**src/rtl/dma_bus_arbiter_pkg.sv**
```systemverilog
// rtl/dma_bus_arbiter_pkg.sv - shared types, defaults and need-condition helper for the DMA bus arbiter
//
// Contents:
//   arb_state_t     3-bit state encoding ARB_IDLE..ARB_HOLDOFF
//   DEF_*           default MAX_CYCLES / HOLDOFF / TIMEOUT values
//   *_W             counter widths
//   arb_need()      decides from FIFO/DMA status whether DMA wants the bus
package dma_bus_arbiter_pkg;

    typedef enum logic [2:0] {
        ARB_IDLE      = 3'd0,
        ARB_REQ       = 3'd1,
        ARB_WAIT_IDLE = 3'd2,
        ARB_OWN       = 3'd3,
        ARB_RELEASE   = 3'd4,
        ARB_HOLDOFF   = 3'd5
    } arb_state_t;

    localparam int DEF_MAX_CYCLES = 8;
    localparam int DEF_HOLDOFF    = 4;
    localparam int DEF_TIMEOUT    = 64;

    localparam int TENURE_W  = 8;
    localparam int HOLD_W    = 8;
    localparam int TIMEOUT_W = 16;

    // SCSI->memory needs the bus when the FIFO is full or a flush has data
    // left; memory->SCSI needs it to refill an empty FIFO unless the final
    // word is already on its way.
    function automatic logic arb_need(
        input logic dmaena,
        input logic dmadir,
        input logic fifo_empty,
        input logic fifo_full,
        input logic flush_fifo,
        input logic last_word
    );
        arb_need = dmaena & (dmadir ? (fifo_full | (flush_fifo & ~fifo_empty))
                                    : (fifo_empty & ~last_word));
    endfunction

endpackage

```
**src/rtl/dma_bus_arbiter_sat_counter.sv**
```systemverilog
// rtl/dma_bus_arbiter_sat_counter.sv - loadable up-counter that saturates at all-ones
//
// Ports:
//   clk         in  clock, rising edge
//   rst         in  synchronous reset, active-high (count -> 0)
//   load        in  load load_value (wins over enable)
//   load_value  in  WIDTH value to load
//   enable      in  increment by one unless already saturated
//   count       out current count
module arb_sat_counter #(
    parameter int WIDTH = 8
) (
    input  logic             clk,
    input  logic             rst,
    input  logic             load,
    input  logic [WIDTH-1:0] load_value,
    input  logic             enable,
    output logic [WIDTH-1:0] count
);

    always_ff @(posedge clk) begin
        if (rst) begin
            count <= '0;
        end else if (load) begin
            count <= load_value;
        end else if (enable && (count != '1)) begin
            count <= count + WIDTH'(1);
        end
    end

endmodule

```
**src/rtl/dma_bus_arbiter.sv**
```systemverilog
// rtl/dma_bus_arbiter.sv - 68030 bus-mastership sequencer for the SCSI DMA engine
//
// Optional feature macro: ARB_TIMEOUT_EN (withdraw the request after TIMEOUT
// clocks without a usable grant and flag ARB_TMO). Default build: wait forever.
//
// Ports:
//   CLK, RST                 clock, synchronous active-high reset
//   DMAENA, DMADIR           DMA enable, direction (1 = SCSI->memory)
//   FIFOEMPTY, FIFOFULL      FIFO status
//   FLUSHFIFO, LASTWORD      flush request, final word in flight
//   CYCLEDONE                one-clock pulse per completed DMA bus cycle
//   BG_                      bus grant from CPU (active-low, synchronised)
//   BGACK_I_, AS_I_          observed BGACK_ / AS_ on the bus (active-low)
//   BR_                      bus request (active-low)
//   BGACK_O_, BGACK_OE       BGACK_ drive and its output enable
//   BGRANT_                  low while DMA owns the bus
//   ARB_TMO                  sticky grant-timeout flag
module dma_bus_arbiter
    import dma_bus_arbiter_pkg::*;
#(
    parameter int MAX_CYCLES = DEF_MAX_CYCLES,
    parameter int HOLDOFF    = DEF_HOLDOFF,
    parameter int TIMEOUT    = DEF_TIMEOUT
) (
    input  logic CLK,
    input  logic RST,
    input  logic DMAENA,
    input  logic DMADIR,
    input  logic FIFOEMPTY,
    input  logic FIFOFULL,
    input  logic FLUSHFIFO,
    input  logic LASTWORD,
    input  logic CYCLEDONE,
    input  logic BG_,
    input  logic BGACK_I_,
    input  logic AS_I_,
    output logic BR_,
    output logic BGACK_O_,
    output logic BGACK_OE,
    output logic BGRANT_,
    output logic ARB_TMO
);

    if (MAX_CYCLES < 1 || MAX_CYCLES > 255 || HOLDOFF < 0 || HOLDOFF > 255 || TIMEOUT < 1)
    begin : g_param_check
        $error("dma_bus_arbiter: parameter out of range");
    end

    localparam logic [TENURE_W-1:0]  TEN_LAST  = TENURE_W'(MAX_CYCLES - 1);
    localparam logic [HOLD_W-1:0]    HOLD_LAST = HOLD_W'((HOLDOFF == 0) ? 0 : HOLDOFF - 1);

    arb_state_t state, next_state;

    logic need;
    logic bus_idle;
    logic tmo_hit;

    logic [TENURE_W-1:0] ten_cnt;
    logic [HOLD_W-1:0]   hold_cnt;

    logic br_d, bgack_o_d, bgack_oe_d, bgrant_d;

    assign need     = arb_need(DMAENA, DMADIR, FIFOEMPTY, FIFOFULL, FLUSHFIFO, LASTWORD);
    assign bus_idle = AS_I_ & BGACK_I_;

    // Tenure counter held at zero outside OWN so it is clear on entry.
    arb_sat_counter #(.WIDTH(TENURE_W)) u_tenure_cnt (
        .clk        (CLK),
        .rst        (RST),
        .load       (state != ARB_OWN),
        .load_value ('0),
        .enable     (CYCLEDONE),
        .count      (ten_cnt)
    );

    arb_sat_counter #(.WIDTH(HOLD_W)) u_hold_cnt (
        .clk        (CLK),
        .rst        (RST),
        .load       (state != ARB_HOLDOFF),
        .load_value ('0),
        .enable     (1'b1),
        .count      (hold_cnt)
    );

`ifdef ARB_TIMEOUT_EN
    localparam logic [TIMEOUT_W-1:0] TMO_LAST = TIMEOUT_W'(TIMEOUT - 1);

    logic                 waiting;
    logic [TIMEOUT_W-1:0] tmo_cnt;
    logic                 arb_tmo_q;

    // Bouncing between REQ and WAIT_IDLE keeps counting: the whole wait
    // for a usable grant is bounded, not each half of it.
    assign waiting = (state == ARB_REQ) || (state == ARB_WAIT_IDLE);

    arb_sat_counter #(.WIDTH(TIMEOUT_W)) u_tmo_cnt (
        .clk        (CLK),
        .rst        (RST),
        .load       (!waiting),
        .load_value ('0),
        .enable     (1'b1),
        .count      (tmo_cnt)
    );

    assign tmo_hit = waiting && (tmo_cnt == TMO_LAST);

    always_ff @(posedge CLK) begin
        if (RST || !DMAENA) begin
            arb_tmo_q <= 1'b0;
        end else if (tmo_hit) begin
            arb_tmo_q <= 1'b1;
        end
    end

    assign ARB_TMO = arb_tmo_q;
`else
    assign tmo_hit = 1'b0;
    assign ARB_TMO = 1'b0;
`endif

    // State register; outputs are registered from the next state so they
    // change on the same edge as the state.
    always_ff @(posedge CLK) begin
        if (RST) begin
            state    <= ARB_IDLE;
            BR_      <= 1'b1;
            BGACK_O_ <= 1'b1;
            BGACK_OE <= 1'b0;
            BGRANT_  <= 1'b1;
        end else begin
            state    <= next_state;
            BR_      <= br_d;
            BGACK_O_ <= bgack_o_d;
            BGACK_OE <= bgack_oe_d;
            BGRANT_  <= bgrant_d;
        end
    end

    always_comb begin
        next_state = state;
        case (state)
            ARB_IDLE: begin
                if (need) next_state = ARB_REQ;
            end
            // Losing the need wins over a grant arriving on the same clock.
            // A grant onto an idle bus goes straight to OWN so BGACK_ follows
            // BG_ by one clock.
            ARB_REQ: begin
                if (!need)                 next_state = ARB_IDLE;
                else if (!BG_ && bus_idle) next_state = ARB_OWN;
                else if (!BG_)             next_state = ARB_WAIT_IDLE;
                else if (tmo_hit)          next_state = ARB_HOLDOFF;
            end
            ARB_WAIT_IDLE: begin
                if (BG_)           next_state = ARB_REQ;
                else if (bus_idle) next_state = ARB_OWN;
                else if (tmo_hit)  next_state = ARB_HOLDOFF;
            end
            // Release only at a cycle boundary. With DMA disabled and no
            // cycle on the bus there is nothing to wait for.
            ARB_OWN: begin
                if (CYCLEDONE && ((ten_cnt >= TEN_LAST) || !need))
                    next_state = ARB_RELEASE;
                else if (!DMAENA && AS_I_)
                    next_state = ARB_RELEASE;
            end
            ARB_RELEASE: begin
                next_state = ARB_HOLDOFF;
            end
            ARB_HOLDOFF: begin
                if (hold_cnt >= HOLD_LAST) next_state = ARB_IDLE;
            end
            default: begin
                next_state = ARB_IDLE;
            end
        endcase
    end

    always_comb begin
        br_d       = 1'b1;
        bgack_o_d  = 1'b1;
        bgack_oe_d = 1'b0;
        bgrant_d   = 1'b1;
        case (next_state)
            ARB_REQ, ARB_WAIT_IDLE: begin
                br_d = 1'b0;
            end
            ARB_OWN: begin
                bgack_o_d  = 1'b0;
                bgack_oe_d = 1'b1;
                bgrant_d   = 1'b0;
            end
            // Drive BGACK_ high for one clock before tristating it.
            ARB_RELEASE: begin
                bgack_oe_d = 1'b1;
            end
            default: begin
            end
        endcase
    end

endmodule

```
**config.mk**
```make
export PLATFORM = sky130hd
export DESIGN_NAME = dma_bus_arbiter
export DESIGN_NICKNAME = d
export VERILOG_FILES = /design/src/rtl/dma_bus_arbiter_pkg.sv /design/src/rtl/dma_bus_arbiter_sat_counter.sv /design/src/rtl/dma_bus_arbiter.sv
export SDC_FILE = /design/constraint.sdc
export NUM_CORES = 1
export LEC_CHECK = 0
export CORE_MARGIN = 2
export CORE_UTILIZATION = 45
export DETAILED_ROUTE_END_ITERATION = 10
export PLACE_DENSITY_LB_ADDON = 0.1
export SYNTH_ARGS = -nofsm -noshare
export SYNTH_HDL_FRONTEND = slang
export SYNTH_SLANG_ARGS = --single-unit
```
**constraint.sdc**
```tcl
create_clock -name CLK -period 3.7 [get_ports CLK]
set_clock_uncertainty 0.15 [all_clocks]
set_input_delay 0.37 -clock CLK [delete_from_list [all_inputs] [get_ports CLK]]
set_output_delay 0.37 -clock CLK [all_outputs]
set_load 0.05 [all_outputs]
```
==> results.toml, run 1 <==
[run_status]
status = "completed"

[clocking]
cts_tree = "yes"
path_clk_slew_ps = 130
cts_buffers = 3
cts-root-buf = "clkbuf_4"
clockBufferDepth = 2
cts_setup_buffers = 0
post_cts_resized = 0
cts_num_sinks = 22
ctsHoldBuffers = 0
clk_latency_ps = 310
h-tree-depth = 1

[global_route]
antenna_found_initial = 0
first_global_vias = 843
grt_max_degree = 12
grt_pass1_wl_um = 3690
grt_usage = 0.179
overflow = 0

[die]
die_area_mm2 = 0.00282
coreArea_mm2 = 0.00225
die_y_um = 53.1
start_util = 0.482
io_pins = 17
fp.dieW_um = 53.1
std_cell_rows = 17

[place]
io_buffers = 15
gp_congestion = 0.771
dpl.hpwl_um = 1510
place_ws_ps = 1440

[timing]
worst_slack_ps = 1750
clock.fmax_ghz = 0.512
setup_violations = 0
timing.hold.ws_ps = 391
final.min_clock_period_ps = 1950
tns_ps = 0
final-max-slew-violation-count = 0
finalHoldViolCount = 0
finalCritPeriodShare = 0.528
rsz0062_at_grt = "no"

[logic_synthesis]
post_synth.cell_area_avg_um2 = 8.83
synthesis.nets = 137
synthesis.area_mm2 = 0.00109
ys_seq_area_frac = 0.406
ys.flop_type = "dfxtp_1"
yosysWarnings = 0
synth.area.top_cells = "dfxtp_1 (41%), nor2_1 (6.6%), xor2_1 (4.8%)"
synth_top_cell_area_share = 0.406
synth-edff-count = 0
synth_seq_cells = 22
async_flop_share = 0
synth_top_area_cell = "dfxtp_1"
yosysMostFrequentCell = "dfxtp_1"
synth_commonest_cells = "dfxtp_1 (22), nor2_1 (19), nand3_1 (9)"
synthDistinctLibCells = 36
postSynthCellCount = 123

[worst_setup_path]
endpoint_kind = "output port"
startpoint = "BGRANT_$_SDFF_PP1_"
setup.worst_path.class = "reg -> out"
critPathSlowestCell = "clkdlybuf4s50_1"
critPathBufInv = 1
crit_required_ps = 3180
cp_slowest_stage_delay_ps = 790
crit_path_end = "BGACK_O_"
r2r-start = "u_hold_cnt.count[0]$_SDFFE_PP0P_"
arrival_ps = 1430
crit_family = "buffers and inverters"
critPathMaxFanout = 2
regToRegSetupSlack_ps = 1800
rr_endpoint = "BGRANT_$_SDFF_PP1_"
start_kind = "flop"
path_cells = "clkdlybuf4s50_1"
ff2ff_path_depth = 7
cp.depth = 1

[final_layout]
area_delta_synth_final_pct = 16.7
num_antenna_cells = 0
num-nets-final = 153
layout-drive-gt1-share = 0.0365

[routing]
viasPerCell = 5.58
dr.pass1.iters = 4
num_vias = 920
drc = 0
drt-initial-drc-count = 32
postRouteAntennaNets = 0
wl_per_cell_um = 12.4
drt-total-wl_um = 2040

[power_and_ir_drop]
ir_worst_vdd_v = 0.000207
p_leak_uw = 0.000463
pwr_density_cell_mw_per_mm2 = 305
power_uw = 387

[job]
cap_violations = 0

[min_path]
hp-class = "reg -> reg"
[kinds of logic after synthesis]
family / after synthesis / synth area share
and+or+nand+nor: 62 / 0.301
DFF: 22 / 0.406
AOI/OAI and AO/OA: 17 / 0.129
xor gates and xnor gates: 11 / 0.0887
buffers and inverters: 6 / 0.0311
adders and majority gates: 2 / 0.0230
muxes: 2 / 0.0184
other: 1 / 0.00345
[placed cells by master, fill, tap and decap left out]
cell type / count
or3b_1: 1
o221a_1: 1
conb_1: 1
o21ai_1: 1
or4b_1: 2
nor4_1: 2
and4_1: 1
a211oi_1: 1
a211o_1: 1
o21ba_1: 1
xor2_1: 6
a21oi_1: 4
nand3_1: 9
nor3b_1: 2
ha_1: 2
nor2_1: 19
o221ai_1: 1
a41o_1: 1
o311ai_2: 1
clkdlybuf4s50_1: 15
a31oi_1: 2
dfxtp_1: 22
inv_1: 2
clkbuf_4: 3
and3_1: 3
o21a_1: 1
and2_1: 2
xnor2_1: 5
nand4_1: 4
nand2b_1: 4
nand2_1: 4
nor3_1: 6
nor2b_1: 3
o221ai_2: 1
mux2i_1: 2
a21boi_1: 1
[metrics by stage]
step                      cell area (um2)  cells   util
final                                1270    165  0.562
after global placement               1240    162  0.552
after floorplan                      1090    123      -
after CTS                            1270    165  0.562
after detailed placement             1240    162  0.552
after global routing                 1270    165  0.562
[state kept, by name, summed over array words and instances (netlist names)]
name and flops:
BGACK_OE 1, BGRANT_ 1, BR_ 1, state 3
u_hold_cnt.count 8, u_tenure_cnt.count 8
[report_power, final]
part	switching (uW)	leakage, uW	internal, uW
clock	71.9	0.0000138	38.0
sequential	2.02	0.000178	239
combinational	17.1	0.000272	19.5
[worst min path at each step]
stage / cells after the start / from / slack, ps / to
after floorplan: 1 / RST / 290 / BGACK_OE$_SDFF_PP0_
after global placement: 2 / u_tenure_cnt.count[1]$_SDFFE_PP0P_ / 360 / u_tenure_cnt.count[1]$_SDFFE_PP0P_
after detailed placement: 2 / u_tenure_cnt.count[1]$_SDFFE_PP0P_ / 360 / u_tenure_cnt.count[1]$_SDFFE_PP0P_
after CTS: 2 / u_tenure_cnt.count[1]$_SDFFE_PP0P_ / 390 / u_tenure_cnt.count[1]$_SDFFE_PP0P_
after global routing: 1 / u_hold_cnt.count[2]$_SDFFE_PP0P_ / 450 / u_hold_cnt.count[2]$_SDFFE_PP0P_
final: 2 / u_tenure_cnt.count[1]$_SDFFE_PP0P_ / 390 / u_tenure_cnt.count[1]$_SDFFE_PP0P_
[per-layer routing]
metal	vias to the layer above	part of all wire	wire length, um	GRT usage
met5	-	0	0	0
met4	0	0.0069	14	0.0769
met1	431	0.49	991	0.223
li1	468	-	-	-
met3	2	0.038	77	0.0424
met2	19	0.47	956	0.294
[cell type report]
type / count / area, um2
clock buffer: 3 / 22.5
fill: 221 / 987
inverter: 2 / 7.51
multi-input combinational: 95 / 612
sequential: 22 / 440
tap: 28 / 35.0
timing repair buffer: 15 / 150
(Power assumes the default switching activity.)
==> run 2, diff against run 1 <==
==> constraint.sdc (replaced) <==
create_clock -name CLK -period 2 [get_ports CLK]
set_clock_uncertainty 0.15 [all_clocks]
set_input_delay 0.2 -clock CLK [delete_from_list [all_inputs] [get_ports CLK]]
set_output_delay 0.2 -clock CLK [all_outputs]
set_load 0.05 [all_outputs]
==> results.toml, run 2 (synthesis gave the netlist of run 1 again) <==
[run_status]
status = "completed"

[worst_setup_path]
arrival_ps = 1900
critPathBufInv = 0
crit_required_ps = 2060
endpoint_kind = "flop"
critPathSlowestCell = "dfxtp_1"
path_cells = "ha_1 -> nor4_1 -> nand2_1 -> o221a_1 -> o311ai_4 -> xor2_1 -> nand3_1"
crit_family = "simple AND/OR/NAND/NOR gates"
setup.worst_path.class = "reg -> reg"
cp_slowest_stage_delay_ps = 390
start_kind = "flop"
startpoint = "u_hold_cnt.count[0]$_SDFFE_PP0P_"
critPathMaxFanout = 6
r2r-start = "u_hold_cnt.count[0]$_SDFFE_PP0P_"

[routing]
drt-initial-drc-count = 16
num_vias = 918
drt-total-wl_um = 2110
drc = 0
dr.pass1.iters = 4
viasPerCell = 5.40
wl_per_cell_um = 12.4
postRouteAntennaNets = 0

[final_layout]
final_common_cell = "dfxtp_1"
num-nets-final = 157
num_antenna_cells = 0
mostFrequentLayoutCells = "dfxtp_1 (22), nor2_1 (19), clkdlybuf4s50_1 (15), nand3_1 (9)"
design_area_mm2 = 0.00133
area_delta_synth_final_pct = 22.0
largest_registers = "u_hold_cnt.count x8, u_tenure_cnt.count x8, state x3"
utilization = 0.588
fill_cells = 205
layout-drive-gt1-share = 0.0775

[timing]
rsz0062_at_grt = "no"
finalHoldViolCount = 0
clock.fmax_ghz = 0.543
final.min_clock_period_ps = 1840
final-max-slew-violation-count = 0
setup_violations = 0
finalCritPeriodShare = 0.922

[global_route]
grt_max_degree = 13
grt_pass1_wl_um = 3620
grt_usage = 0.176
antenna_found_initial = 0
overflow = 0
first_global_vias = 857

[min_path]
hp-class = "in -> reg"
hold_start = "RST"

[job]
cap_violations = 0

[die]
std_cell_rows = 17
coreArea_mm2 = 0.00225
fp.dieW_um = 53.1
io_pins = 17
start_util = 0.482
die_area_mm2 = 0.00282
die_y_um = 53.1

[clocking]
ctsHoldBuffers = 0
cts_buffers = 3
path_clk_slew_ps = 130
clockBufferDepth = 2
clk_latency_ps = 310
cts_tree = "yes"
cts_num_sinks = 22
cts-root-buf = "clkbuf_4"
h-tree-depth = 1

[power_and_ir_drop]
p_leak_uw = 0.000498
ir_worst_vdd_v = 0.000581
pwr_density_cell_mw_per_mm2 = 580

[place]
io_buffers = 15
dpl.hpwl_um = 1560
dpl-instance-area_mm2 = 0.00127
gp_congestion = 0.824
run 2: final timing paths:
kind,slack (ps),depth (start not counted),to
worst max-delay path,160,7,BR_$_SDFF_PP1_
worst max register to register,160,7,BR_$_SDFF_PP1_
worst min register to register,390,1,u_hold_cnt.count[2]$_SDFFE_PP0P_
worst min-delay path,340,2,state[2]$_SDFF_PP0_
run 2: what timing repair did:
| item | 4_1_cts | 5_1_grt |
|---|---|---|
| endpoints found under the hold margin | 0 | 0 |
| resized for setup | 0 | 2 |
| setup buffers | 0 | 0 |
| endpoints found under the setup margin | 0 | 2 |
run 2: cell type report:
cell class	count	area, um2	share of cell area
Tap cell	28	35.0	0.0264
Timing Repair Buffer	19	180	0.136
Inverter	2	7.51	0.00567
Sequential cell	22	440	0.332
Multi-Input combinational cell	95	626	0.472
Clock buffer	4	36.3	0.0274
run 2: per-stage QoR:
step	instances	power, uW	setup TNS, ps	hold WS, ps	setup slack [ps]
floorplan	123	494	0	122	284
global placement	166	526	-118	355	-63.5
detailed placement	166	527	-243	371	-117
CTS	170	774	0	323	138
global route	170	803	0	358	50.0
finish	170	769	0	338	157
run 2: report_power, final:
part | switching [uW] | internal (uW)
sequential | 2.40 | 441
combinational | 36.5 | 40.7
clock | 137 | 111
total | 176 | 593
run 2: per-layer routing:
metal / global-route usage / up-vias / wire [um]
li1: - / 477 / -
met1: 0.216 / 420 / 1070
met2: 0.302 / 19 / 938
met3: 0.0593 / 2 / 91
met4: 0.0256 / 0 / 14
met5: 0 / - / 0
==> run 3, diff against run 2 <==
--- a/config.mk
+++ b/config.mk
@@ -7,8 +7,10 @@
 export LEC_CHECK = 0
 export CORE_MARGIN = 2
 export CORE_UTILIZATION = 45
+export CTS_BUF_LIST = sky130_fd_sc_hd__clkbuf_8
 export DETAILED_ROUTE_END_ITERATION = 10
 export PLACE_DENSITY_LB_ADDON = 0.1
 export SYNTH_ARGS = -nofsm -noshare
 export SYNTH_HDL_FRONTEND = slang
 export SYNTH_SLANG_ARGS = --single-unit
+export TNS_END_PERCENT = 20
==> results.toml, run 3 (synthesis gave the netlist of run 1 again) <==
[worst_setup_path]
arrival_ps = 1880
cp_slowest_stage_delay_ps = 340
crit_required_ps = 2000
cp_common_cell = "nand3_1"
crit_family = "compound AO/OA/AOI/OAI gates"
critPathSlowestCell = "dfxtp_1"
path_cells = "ha_1 -> nand2_1 -> nand3_1 -> o21a_1 -> o311ai_2 -> xor2_1 -> nand3_1"
critPathBufInv = 0
regToRegSetupSlack_ps = 130
r2r-start = "u_tenure_cnt.count[0]$_SDFFE_PP0P_"
start_kind = "flop"
rr_endpoint = "BR_$_SDFF_PP1_"
endpoint_kind = "flop"
ff2ff_path_depth = 7
setup.worst_path.class = "reg -> reg"
critPathMaxFanout = 3
cp.depth = 7

[min_path]
hp-class = "in -> reg"
min_to = "state[2]$_SDFF_PP0_"
min_path_cells = 2
hold_start = "RST"

[global_route]
overflow = 0
grt_pass1_wl_um = 3680
grt_usage = 0.185
grt_max_degree = 13
first_global_vias = 861
antenna_found_initial = 0

[routing]
dr.pass1.iters = 4
wl_per_cell_um = 12.6
num_vias = 920
postRouteAntennaNets = 0
drt-initial-drc-count = 14
drc = 0
viasPerCell = 5.41
drt-total-wl_um = 2150

[final_layout]
final_common_cell = "dfxtp_1"
area_delta_synth_final_pct = 22.8
mostFrequentLayoutCells = "dfxtp_1 (22), nor2_1 (19), clkdlybuf4s50_1 (15), nand3_1 (9)"
final_cells = 170
num_antenna_cells = 0
largest_registers = "u_hold_cnt.count x8, u_tenure_cnt.count x8, state x3"
layout-drive-gt1-share = 0.0775
num-nets-final = 157

[clocking]
path_clk_slew_ps = 80
cts_tree = "yes"
clockBufferDepth = 2
cts_buffers = 3
ctsHoldBuffers = 0
cts-root-buf = "clkbuf_8"
post_cts_resized = 0
clk_latency_ps = 270
h-tree-depth = 1
cts_setup_buffers = 0
cts_num_sinks = 22

[timing]
rsz0062_at_grt = "no"
finalCritPeriodShare = 0.936
finalHoldViolCount = 0
tns_ps = 0
setup_violations = 0
clock.fmax_ghz = 0.534
final.min_clock_period_ps = 1870
final-max-slew-violation-count = 0

[die]
die_y_um = 53.1
coreArea_mm2 = 0.00225
std_cell_rows = 17
die_area_mm2 = 0.00282
fp.dieW_um = 53.1
start_util = 0.482
io_pins = 17

[place]
dpl.hpwl_um = 1560
io_buffers = 15
dp.cells = 166
gp_congestion = 0.824

[power_and_ir_drop]
pwr_density_cell_mw_per_mm2 = 631
ir_worst_vdd_v = 0.000580
power_uw = 841
p_leak_uw = 0.000501

[run_status]
status = "completed"

[job]
cap_violations = 0
==> run 3: cell counts in the layout (fill, tap and decap cells not counted) <==
Identical to the previous run, type by type.
==> run 3: routing by layer <==
metal	wire length [um]	vias to the layer above	share of wire	track usage
met5	0	-	0	0
met4	44	0	0.021	0.0897
met3	86	5	0.040	0.0508
met2	974	12	0.45	0.308
met1	1040	426	0.48	0.216
li1	-	477	-	-
==> run 3: cell type report <==
cell class              count  area, um2
fillers                   203        921
inverters                   2       7.51
repair buffers             19        180
well taps                  28       35.0
multi-input cells          95        616
clock buffers               4       55.1
flip-flops and latches     22        440
==> run 3: report_power, final <==
part	switching, uW	internal, uW
Clock	148	176
Combinational	34.9	39.2
Sequential	2.38	441
Total	185	656
==> run 3: through the flow <==
| step | setup slack, ps | instance area [um2] | hold slack [ps] | utilization |
|---|---|---|---|---|
| 2_1_floorplan | 284 | 1090 | 122 | - |
| 5_1_grt | 5.55 | 1330 | 400 | 0.592 |
| 6_report | 128 | 1330 | 378 | 0.592 |
| 4_1_cts | 141 | 1330 | 374 | 0.590 |
| 3_5_place_dp | -117 | 1270 | 371 | 0.565 |
| 3_3_place_gp | -63.5 | 1270 | 355 | 0.565 |
==> run 3: worst max-delay path by stage <==
stage                                  startpoint             end  slack, ps
6_report       u_tenure_cnt.count[0]$_SDFFE_PP0P_  BR_$_SDFF_PP1_        130
5_1_grt        u_tenure_cnt.count[0]$_SDFFE_PP0P_  BR_$_SDFF_PP1_          6
4_1_cts        u_tenure_cnt.count[0]$_SDFFE_PP0P_  BR_$_SDFF_PP1_        140
3_3_place_gp                                AS_I_  BR_$_SDFF_PP1_        -60
2_1_floorplan    u_hold_cnt.count[0]$_SDFFE_PP0P_  BR_$_SDFF_PP1_        280
3_5_place_dp                            FIFOEMPTY  BR_$_SDFF_PP1_       -120
==> run 3: worst register-to-register path, cell delays in order, from the launching register on <==
cell and delay, ps:
dfxtp_1 340, ha_1 240, nand2_1 100, nand3_1 100, o21a_1 230, o311ai_2 340, xor2_1 180, nand3_1 90
==> edit, RTL diff (config.mk and constraints of run 3) <==
Re-encode `arb_state_t` (6 states) as one-hot, 6 bits wide.
--- a/src/rtl/dma_bus_arbiter_pkg.sv
+++ b/src/rtl/dma_bus_arbiter_pkg.sv
@@ -9,9 +9,9 @@
 
-    typedef enum logic [2:0] {
-        ARB_IDLE      = 3'd0,
-        ARB_REQ       = 3'd1,
-        ARB_WAIT_IDLE = 3'd2,
-        ARB_OWN       = 3'd3,
-        ARB_RELEASE   = 3'd4,
-        ARB_HOLDOFF   = 3'd5
+    typedef enum logic [5:0] {
+        ARB_IDLE      = 6'b000001,
+        ARB_REQ       = 6'b000010,
+        ARB_WAIT_IDLE = 6'b000100,
+        ARB_OWN       = 6'b001000,
+        ARB_RELEASE   = 6'b010000,
+        ARB_HOLDOFF   = 6'b100000
     } arb_state_t;
Formal check against the unedited RTL: no difference found for any inputs over 10 cycles, from zero or initial values and one cycle with RST high; not proved beyond that.
==> edit against run 3 <==
Power grew 5.6%. Worst setup slack gained 0.10 ns. Via count grew 23%. Register-to-register slack gained 0.18 ns. Combinational power grew 19%. Hold slack gained 0.0078 ns. Fmax grew 5.9%. Synthesized area grew 18%. Sequential cell count grew 3. Cell area grew 13%. Routed wire length grew 18%. Non-clock buffer count shrank 2. Cell count grew 17%.
==> edit: results (changes against run 3) <==
outcome: "finished, final reports clean"  # unchanged
rrSetupSlack_ns: 0.31  # was 0.13 ns
slowest_stage: "clkdlybuf4s50_1"  # was dfxtp_1
avgSynthCellArea_um2: 8.45  # was 8.83 um2
gp_congestion: 0.823  # was 0.824
cp.arrival_ns: 1.42  # was 1.88 ns
fin_ws_ns: 0.233  # was 0.128 ns
n_antenna_cell: 0  # unchanged
max_slew.worst_pin.slew_ns: 0.502
ys_warn_count: 0  # unchanged
top_regs: "u_hold_cnt.count (8), u_tenure_cnt.count (8), state (6)"  # was u_hold_cnt.count (8), u_tenure_cnt.count (8), state (3)
wirelength_um: 2520  # was 2150 um
yosys_most_used_dff: "dfxtp_1"  # unchanged
min_path_cells: 2  # unchanged
drt_iter0_markers: 36  # was 14
clk_latency_ns: 0.26
hp-start: "u_tenure_cnt.count[7]$_SDFFE_PP0P_"  # was RST
dp_hpwl_um: 2040  # was 1560 um
reg2reg_from: "u_hold_cnt.count[0]$_SDFFE_PP0P_"  # was u_tenure_cnt.count[0]$_SDFFE_PP0P_
hold_end: "u_tenure_cnt.count[6]$_SDFFE_PP0P_"  # was state[2]$_SDFF_PP0_
antenna_found_initial: 0  # unchanged
drive_gt1_frac: 0.0893  # was 0.0775
htree_levels: 1  # unchanged
cts_inserted_buffers: 3  # unchanged
clk_path_buf_depth: 2  # unchanged
ys_types: 49  # was 36
critical-path-max-stage-delay_ns: 0.81  # was 0.34 ns
dp_slack_ns: -0.0178  # was -0.117 ns
grt_start_max_net_pins: 15  # was 13
gr-usage-all-layers: 0.171  # was 0.185
syn-num-nets: 165  # was 137
reg2reg_depth: 6  # was 7
yosysSeqAreaShare: 0.392  # was 0.406
path_max_fanout: 2  # was 3
r2r-end: "u_hold_cnt.count[5]$_SDFFE_PP0P_"  # was BR_$_SDFF_PP1_
vias: 1132  # was 920
yosys-top-cells-count: "25 x dfxtp_1, 25 x nor2_1, 11 x nand2_1"  # was 22 x dfxtp_1, 19 x nor2_1, 9 x nand3_1
avgViaCountPerCell: 5.69  # was 5.41
hold_class: "reg -> reg"  # was in -> reg
async_flop_share: 0  # unchanged
synth_area_leaders: "dfxtp_1 39%, nor2_1 7.4%, xor2_1 4.1%, nand2_1 3.2%, nor3_1 2.7%"  # was dfxtp_1 41%, nor2_1 6.6%, xor2_1 4.8%, nand3_1 4.1%, xnor2_1 4.0%
hold_slack_ns: 0.386  # was 0.378 ns
vdd_ir_drop_max_mv: 0.469  # was 0.580 mV
grt_pass1_wl_um: 4500  # was 3680 um
cts_root_buf: "clkbuf_8"  # unchanged
layout.nets: 183  # was 157
p_leak_nw: 0.530  # was 0.501 nW
dpl.cell_count: 195  # was 166
critical-path-top-delay-family: "buffers and inverters"  # was compound AO/OA/AOI/OAI gates
==> edit: cell types whose count changed after synthesis, sizes merged, moves of 3 or more <==
cell   delta
nand2     +8
nor2      +7
o21ai     +7
and3      -3
dfxtp     +3
nand3     -3
or2       +3
==> edit: routing by layer <==
metal | wire (um) | global-route usage | up-vias
li1 | - | - | 570
met1 | 1090 | 0.195 | 533
met2 | 1270 | 0.317 | 25
met3 | 133 | 0.0408 | 4
met4 | 26 | 0.0498 | 0
met5 | 0 | 0 | -
==> edit: cells by family (layout without fill, tap and decap cells) <==
| family | after synthesis | count (layout) | synth area share |
|---|---|---|---|
| AOI/OAI and AO/OA | 33 | 33 | 0.195 |
| xor gates and xnor gates | 9 | 9 | 0.0618 |
| adders and majority gates | 2 | 2 | 0.0196 |
| buffers and inverters | 8 | 25 | 0.0314 |
| DFF | 25 | 25 | 0.392 |
| muxes | 2 | 2 | 0.0157 |
| other | 1 | 1 | 0.00294 |
| and+or+nand+nor | 71 | 71 | 0.281 |
==> edit: cell type report <==
cell class,count,area [um2]
Clock inverter,1,5.00
Fill cell,246,1230
Timing Repair Buffer,17,165
Multi-Input combinational cell,118,736
Sequential cell,25,500
Tap cell,31,38.8
Inverter,4,15.0
Clock buffer,3,41.3
==> edit: report_power, final <==
part           internal (mW)  switching [mW]
combinational         0.0449          0.0434
sequential             0.502         0.00506
clock                  0.139           0.154
==> edit: per-stage QoR <==
stage          area (um2)  utilization
6_report             1500        0.549
5_1_grt              1500        0.549
4_1_cts              1500        0.549
3_5_place_dp         1460        0.532
3_3_place_gp         1460        0.532
2_1_floorplan        1280            -
==> edit: worst max-delay path by stage <==
| stage | start | endpoint | depth (start not counted) |
|---|---|---|---|
| 2_1_floorplan | u_hold_cnt.count[0]$_SDFFE_PP0P_ | u_hold_cnt.count[5]$_SDFFE_PP0P_ | 6 |
| 3_3_place_gp | FIFOEMPTY | BGRANT_$_SDFF_PP1_ | 5 |
| 3_5_place_dp | FIFOEMPTY | state[4]$_SDFF_PP0_ | 5 |
| 4_1_cts | BGRANT_$_SDFF_PP1_ | BGACK_O_ | 1 |
| 5_1_grt | BGRANT_$_SDFF_PP1_ | BGACK_O_ | 1 |
| 6_report | BGRANT_$_SDFF_PP1_ | BGACK_O_ | 1 |
==> edit: worst reg2reg max path: stages, from the launching register on <==
cell and delay (ns):
dfxtp_1 0.38, ha_1 0.21, nand2_1 0.13, nor3_2 0.41, nor3_1 0.12, xnor2_1 0.15, nor2_1 0.05
